## src/rtl/flux_scheduler_if.sv

```systemverilog
// rtl/flux_scheduler_if.sv - handshake bundle between the flux scheduler and its FIFO environment
interface flux_scheduler_if #(
  parameter int FLUX = 2
) ();
  localparam int TAG_WIDTH = (FLUX > 1) ? $clog2(FLUX) : 1;

  logic                 en;
  logic [FLUX-1:0]      flux_mask;
  logic [FLUX-1:0]      empty_a;
  logic [FLUX-1:0]      empty_b;
  logic [FLUX-1:0]      full_sum;
  logic [FLUX-1:0]      read_a;
  logic [FLUX-1:0]      read_b;
  logic                 write_sum;
  logic [TAG_WIDTH-1:0] tag;
  logic                 busy;
  logic [15:0]          fire_cnt;

  modport master (
    output en, flux_mask, empty_a, empty_b, full_sum,
    input  read_a, read_b, write_sum, tag, busy, fire_cnt
  );

  modport slave (
    input  en, flux_mask, empty_a, empty_b, full_sum,
    output read_a, read_b, write_sum, tag, busy, fire_cnt
  );
endinterface

```

## src/rtl/flux_scheduler.sv

```systemverilog
// rtl/flux_scheduler.sv - round-robin burst scheduler feeding one two-operand actor from FLUX fluxes
module flux_scheduler #(
  parameter int FLUX  = 2,
  parameter int BURST = 4
) (
  input  logic               clk,
  input  logic               rst_n,
  flux_scheduler_if.slave    bus
);
  localparam int              TAG_WIDTH  = (FLUX > 1) ? $clog2(FLUX) : 1;
  localparam logic [7:0]      BURST_LAST = 8'(BURST - 1);

  typedef enum logic {IDLE, SERVE} state_t;

  state_t               state_q, state_d;
  logic [TAG_WIDTH-1:0] tag_q, tag_d;
  logic [TAG_WIDTH-1:0] ptr_q, ptr_d;
  logic [7:0]           burst_cnt_q, burst_cnt_d;
  logic [15:0]          fire_cnt_q, fire_cnt_d;

  logic [FLUX-1:0]      elig;
  logic                 fire;
  logic                 start_found, next_found;
  logic [TAG_WIDTH-1:0] start_idx, next_idx;

  function automatic logic [TAG_WIDTH-1:0] wrap_inc(input logic [TAG_WIDTH-1:0] i);
    return (int'(i) >= FLUX - 1) ? '0 : i + 1'b1;
  endfunction

  // Smallest circular distance from start wins; the MSB of the result flags a hit.
  function automatic logic [TAG_WIDTH:0] search(input logic [TAG_WIDTH-1:0] start,
                                                input logic [FLUX-1:0]      e);
    int                   best_off;
    int                   off;
    logic [TAG_WIDTH-1:0] idx;
    best_off = FLUX;
    idx      = '0;
    for (int i = 0; i < FLUX; i++) begin
      off = (i - int'(start) + FLUX) % FLUX;
      if (e[i] && off < best_off) begin
        best_off = off;
        idx      = TAG_WIDTH'(i);
      end
    end
    return {best_off < FLUX, idx};
  endfunction

  always_comb begin
    elig = bus.flux_mask & ~bus.empty_a & ~bus.empty_b & ~bus.full_sum;
    fire = (state_q == SERVE) & bus.en & elig[tag_q];
  end

  assign bus.read_a    = fire ? (FLUX'(1) << tag_q) : '0;
  assign bus.read_b    = bus.read_a;
  assign bus.write_sum = fire;
  assign bus.tag       = tag_q;
  assign bus.busy      = (state_q == SERVE);
  assign bus.fire_cnt  = fire_cnt_q;

  always_comb begin
    {start_found, start_idx} = search(ptr_q, elig);
    {next_found, next_idx}   = search(wrap_inc(tag_q), elig);

    state_d     = state_q;
    tag_d       = tag_q;
    ptr_d       = ptr_q;
    burst_cnt_d = burst_cnt_q;
    fire_cnt_d  = fire ? fire_cnt_q + 16'd1 : fire_cnt_q;

    case (state_q)
      IDLE: begin
        if (bus.en && start_found) begin
          state_d     = SERVE;
          tag_d       = start_idx;
          burst_cnt_d = '0;
        end
      end
      SERVE: begin
        if (!bus.en) begin
          state_d     = IDLE;
          ptr_d       = wrap_inc(tag_q);
          burst_cnt_d = '0;
        end else if (fire && burst_cnt_q < BURST_LAST) begin
          burst_cnt_d = burst_cnt_q + 8'd1;
        end else if (next_found) begin
          // Burst exhausted or current flux stalled: hand over without a bubble.
          tag_d       = next_idx;
          burst_cnt_d = '0;
        end else begin
          state_d     = IDLE;
          ptr_d       = wrap_inc(tag_q);
          burst_cnt_d = '0;
        end
      end
    endcase
  end

  always_ff @(posedge clk or negedge rst_n) begin
    if (!rst_n) begin
      state_q     <= IDLE;
      tag_q       <= '0;
      ptr_q       <= '0;
      burst_cnt_q <= '0;
      fire_cnt_q  <= '0;
    end else begin
      state_q     <= state_d;
      tag_q       <= tag_d;
      ptr_q       <= ptr_d;
      burst_cnt_q <= burst_cnt_d;
      fire_cnt_q  <= fire_cnt_d;
    end
  end
endmodule

```

## src/flat_wrapper.sv

```systemverilog
// flat-port wrapper written by rule: the top's interface ports become plain ports
module flux_scheduler_flat 
#(
  parameter int FLUX  = 2,
  parameter int BURST = 4
)
  (clk, rst_n, bus_en, bus_flux_mask, bus_empty_a, bus_empty_b, bus_full_sum, bus_read_a, bus_read_b, bus_write_sum, bus_tag, bus_busy, bus_fire_cnt);
  flux_scheduler_if #(.FLUX(FLUX)) bus_i ();
  input  logic clk;
  input  logic rst_n;
  input wire logic [$bits(bus_i.en)-1:0] bus_en;
  input wire logic [$bits(bus_i.flux_mask)-1:0] bus_flux_mask;
  input wire logic [$bits(bus_i.empty_a)-1:0] bus_empty_a;
  input wire logic [$bits(bus_i.empty_b)-1:0] bus_empty_b;
  input wire logic [$bits(bus_i.full_sum)-1:0] bus_full_sum;
  output wire logic [$bits(bus_i.read_a)-1:0] bus_read_a;
  output wire logic [$bits(bus_i.read_b)-1:0] bus_read_b;
  output wire logic [$bits(bus_i.write_sum)-1:0] bus_write_sum;
  output wire logic [$bits(bus_i.tag)-1:0] bus_tag;
  output wire logic [$bits(bus_i.busy)-1:0] bus_busy;
  output wire logic [$bits(bus_i.fire_cnt)-1:0] bus_fire_cnt;
  assign bus_i.en = bus_en;
  assign bus_i.flux_mask = bus_flux_mask;
  assign bus_i.empty_a = bus_empty_a;
  assign bus_i.empty_b = bus_empty_b;
  assign bus_i.full_sum = bus_full_sum;
  assign bus_read_a = bus_i.read_a;
  assign bus_read_b = bus_i.read_b;
  assign bus_write_sum = bus_i.write_sum;
  assign bus_tag = bus_i.tag;
  assign bus_busy = bus_i.busy;
  assign bus_fire_cnt = bus_i.fire_cnt;
  flux_scheduler #(.FLUX(FLUX), .BURST(BURST)) u_core (.clk(clk), .rst_n(rst_n), .bus(bus_i));
endmodule
```

## config.mk

```make
export PLATFORM = sky130hd
export DESIGN_NAME = flux_scheduler_flat
export DESIGN_NICKNAME = d
export VERILOG_FILES = /design/src/rtl/flux_scheduler_if.sv /design/src/rtl/flux_scheduler.sv /design/src/flat_wrapper.sv
export SDC_FILE = /design/constraint.sdc
export NUM_CORES = 1
export LEC_CHECK = 0
export BUFFER_PORTS_ARGS = -buffer_cell sky130_fd_sc_hd__buf_2
export CAP_MARGIN = 20
export CORE_MARGIN = 1.5
export CORE_UTILIZATION = 35
export CTS_CLUSTER_SIZE = 12
export DETAILED_ROUTE_END_ITERATION = 7
export PLACE_DENSITY_LB_ADDON = 0.3
export SLEW_MARGIN = 20
export SYNTH_ARGS = -nofsm -noshare
export SYNTH_HDL_FRONTEND = slang
export SYNTH_SLANG_ARGS = --single-unit
```

## constraint.sdc

```tcl
create_clock -name clk -period 1.7 [get_ports clk]
set_input_delay 0.17 -clock clk [delete_from_list [all_inputs] [get_ports clk]]
set_output_delay 0.17 -clock clk [all_outputs]
set_load 0.005 [all_outputs]
```

; ---- After elaboration in Yosys (flattened, before gate mapping)
; Cells that the tools add are included.
; Widths: inputs -> output; s select.
[totals]
regBits = 27
inputBits = 11
output_inout_bits = 23
word_cells = 80
[classes]
n_mux = 27
reduce_logical = 8
n_addsub = 11
n_lt_le_gt_ge = 9
shifts = 1
eq_ne = 6
bitwise = 13
[op_table]
columns = cell, n
row1 = $add 32x3->32 const B, 4
row2 = $mux 32, 4
row3 = $lt 2x32->1, 2
row4 = $lt 32x3->1 const B, 2
row5 = $mux 8, 3
row6 = $add 16x1->16 const B, 1
row7 = $mux 1, 16
row8 = $pmux 8 s2, 1
row9 = $ne 2x2->1 const B, 5
row10 = $add 8x1->8 const B, 1
row11 = $lt 8x2->1 const B, 1
row12 = $sub 1x1->2 const A, 4
row13 = $and 1x1->1, 6
row14 = $and 2x2->2, 3
row15 = $logic_and 1x1->1, 6
row16 = $lt 2x3->1 const B, 2
row17 = $not 2->2, 3
row18 = $pmux 1 s2, 2
row19 = $reduce_and 4->1, 1
row20 = $reduce_and 3->1, 1
row21 = $lt 1x2->1 const B, 1
row22 = $mux 2, 1
row23 = $ne 2x1->1 const B, 1
row24 = $shl 1x1->2 const A, 1
row25 = other kinds (3), 3

; ---- Longest topological paths before layout
[logic_depth]
word_depth = 16
depth_mapped = 5
ltp_nobuf = 5

; ---- Least setup slack after synthesis
; No wires, ideal clock.
[synth_timing]
kind = reg2reg
from = register u_core.state_q (netlist: u_core.bus.busy)
to = register u_core.fire_cnt_q[1] (netlist: u_core.bus.fire_cnt[1])
setup_time_ns = 0.125
synth_period_minus_slack_ns = 1.607
setup_slack_ns = 0.093
path_stages_with_launch = 5
arrival_ns = 1.482
cell_sequence = dfrtp_1 > and3b_1 > a22oi_4 > buf_6 > mux2_2
[synth_via]
elab_chain_cells = 2
[synth_lines]
columns = element, line
row1 = "start, declared", flux_scheduler.sv:15  ; state_t state_q, state_d;
row2 = "start signal, assigned", flux_scheduler.sv:106  ; state_q <= state_d;
row3 = $and 1x1->1 (2 in a row), flux_scheduler.sv:50  ; fire = (state_q == SERVE) & bus.en & elig[tag_q];
row4 = "end signal, assigned", flux_scheduler.sv:110  ; fire_cnt_q <= fire_cnt_d;
row5 = "end, declared", flux_scheduler.sv:19  ; logic [15:0] fire_cnt_q, fire_cnt_d;
; Every way passes these cells.
; A chain may end at the register's enable or synchronous reset.

; ---- Worst setup path after layout
[layout_timing]
from = register u_core.state_q (netlist: u_core.bus.busy)
to = output port bus_write_sum
[layout_via]
elab_chain_cells = 2
[layout_lines]
columns = element, line
row1 = $and 1x1->1 (2 in a row), flux_scheduler.sv:50
row2 = "end, declared", flat_wrapper.sv:18  ; output wire logic [$bits(bus_i.write_sum)-1:0] bus_write_sum;
; Every way passes these cells.

==> impl_results.md <==
* Layout cell share with drive strength beyond 1 at 0.404
* Worst hold stages at 2
* Post-synth EDFFs at 0
* Multi-input gate area at 654 um^2
* Synth warn at 0
* Worst Hold Class: in -> reg
* Vias at around 1000
* CP Cell Sequence: and3b_2 > a22oi_4 > buf_12 > inv_2 > buf_2
* Core Footprint at 3690 um^2
* Worst r2r path cells at 6
* GR Util met2 at 0.226
* Syn nets at 130
* CP Data Required Time at 1.53 ns
* Die height at about 65 um
* GRT busiest layer: met2
* Chip Width at roughly 65 um
* RePlAce Congestion at between 0.8 and 0.9
* Routing usage on met1 at 0.175
* Ranking of synthesized cells by area: dfrtp_1, xor2_1, nor4b_4
* Die area at between 4000 and 5000 um^2
* DR WL/cell at 13.4 um
* Delay-heaviest family, CP: flip-flops
* Total track usage at 0.136
* Status: finished, final reports clean
* CP Depth at 5
* Final Setup Violations at 0
* Inserted Clock Buffers at 3
* Synth Register Bits at 27
* Pin count of the biggest net entering global routing at 28
* Yosys cell types at 33
* Critical Path AT at 1.48 ns
* Vias per cell at 4.93
* Number of remaining DRC errors at 0
* Ys async rst share at 1.00
* CTS tree: yes
* Relative slew margins at 0.602
* Utilization after layout at 0.469
* FMAX at 605 MHz
* Synth top area share at 0.499
* Fillers at ~370
* Grt total ovfl at 0
* Sequential share of the synthesized area at 0.499
* CTS root buf: clkbuf_8
* Worst-margin pin slew at 0.597 ns
* Clock sinks at 27
* RSZ-0062 raised after global routing: yes
* Critical path launch point type: flip-flop
* # diodes at 0
* Period Utilization, post-route at 0.972
* Final #Nets at 175
* Syn Std Cell Area at 1360 um^2
* Final Hold Vio Count at 0
* Total leakage power at 0.913 nW
* Final cell count without fillers at 209
* Fin crit period at about 1.7 ns
* First-pass GRT wire length at approximately 4500 um
* Final setup margin at 0.0472 ns
* Number of global-route vias before repair at 968
* Crit Path Max Fanout at 8
* DR iter-0 viols at 27
* Maximum VDD drop at 0.341 mV
* Clk pin slew, worst setup/hold paths at 0.09 ns
* Max incr delay on CP at 0.44 ns
* DRT Wirelength at 2810 um
* Yosys top cell by area: dfrtp_1
* Area grow syn2layout at 27.7%
* Buffers & Inverters on Critical Path at 3
* Hold slack at 0.165 ns
* Clk_lat worst skew at approximately 0.26 ns
* CTS Buffer Depth at 2
* Top-count cell post-synth: dfrtp_1
* Primary FF master, synth: dfrtp_1
* M3 GR Usage at 0.0308
* DP Area at 1590 um^2
* DP Cell Count at 198
* FP Rows at 22
* Post-route design area at 1730 um^2
* HPWL after detailed placement at 1950 um
* Ports at 34
* PwrDens at 648 nW/um^2
* Routed Antenna Nets at 0
* Number of buffers added on ports at 33
* Count of pins over their slew limit at 0
* Initial antenna violation count at 0
* Avg Inst Size Synth at 11.6 um^2
* Max-Cap Viols at 0
* Effective utilization at floorplan at 0.367
* Most common library cells after synthesis: dfrtp_1, xor2_1, inv_1, and2_1, nor3_1
* Post-placement setup slack at 0.105 ns
* CP max stage cell: dfrtp_2
* H-tree Lvls at 1
* Clk_skew at 0.00122 ns
* Worst Setup End Kind: primary output
* Crit path kind: reg -> out
* DRT Pass-1 Iters at 4
* Cells after synthesis at 117
* Register area at between 600 and 700 um^2
==> layout by cell type (no fill, tap or decap), types with 3 or more instances in the layout <==
| cell type | netlist | final |
|---|---|---|
| nand2_1 | 5 | 5 |
| xnor2_1 | 5 | 5 |
| nand3_1 | 4 | 4 |
| dfrtp_1 | 27 | 25 |
| o21ai_0 | 3 | 3 |
| buf_2 | 0 | 33 |
| nor3_2 | 4 | 5 |
| xor2_1 | 10 | 10 |
| nor2_1 | 4 | 4 |
| and2_1 | 7 | 7 |
| nand4_1 | 4 | 4 |
| nor3_1 | 7 | 5 |
| inv_1 | 8 | 7 |
| buf_4 | 2 | 9 |
| clkbuf_8 | 0 | 3 |
==> power by group <==
part	total (mW)	internal, mW	switching [mW]
Clock	0.357	0.168	0.189
Sequential	0.678	0.660	0.0175
Combinational	0.0870	0.0411	0.0459
==> layer usage <==
metal / up-vias / part of all wire
met2: 31 / 0.49
met3: 4 / 0.055
met4: 0 / 0.0068
met1: 501 / 0.44
met5: - / 0
li1: 495 / -
==> sequential cells by signal, summed over array words and instances, names as in the netlist <==
name	count
u_core.burst_cnt_q	8
u_core.bus.busy	1
u_core.bus.fire_cnt	16
u_core.bus.tag	1
u_core.ptr_q	1
==> cells by family after synthesis <==
family                     synth area share
DFF                                   0.499
buffers and inverters                0.0443
AOI/OAI and AO/OA                    0.0619
adders and majority gates            0.0185
xor gates and xnor gates             0.0969
muxes                                0.0166
and+or+nand+nor                       0.263
==> timing repair <==
| item | CTS | global route |
|---|---|---|
| buffers inserted | 2 | 4 |
| pin swaps | 1 | 1 |
| hold endpoints to repair | 27 | 0 |
| resized for setup | 1 | 8 |
| setup endpoints to repair | 1 | 4 |
| hold buffers | 1 | 0 |
==> area by class of cell <==
| type | count | share of cell area |
|---|---|---|
| timing repair buffer | 44 | 0.152 |
| inverter | 8 | 0.0174 |
| sequential | 27 | 0.392 |
| multi-input combinational | 78 | 0.378 |
| tap | 48 | 0.0347 |
| clock buffer | 4 | 0.0260 |
==> through the flow <==
stage / power (mW) / TNS [ns]
after floorplan: 0.723 / 0
after global placement: 0.769 / 0
after detailed placement: 0.774 / 0
after CTS: 1.13 / 0
after global routing: 1.18 / -0.0708
final: 1.12 / 0
==> worst paths after layout <==
path / startpoint / end / slack [ns]
max: u_core.bus.busy / bus_write_sum / 0.05
min: bus_en / u_core.bus.tag / 0.17
max reg2reg: u_core.bus.tag / u_core.bus.fire_cnt[15] / 0.08
min reg2reg: u_core.bus.fire_cnt[15] / u_core.bus.fire_cnt[15] / 0.47
max in group asynchronous: rst_n / u_core.bus.busy / 0.84
min in group asynchronous: rst_n / u_core.bus.tag / 0.44
Power figures use the tool's default switching activity.
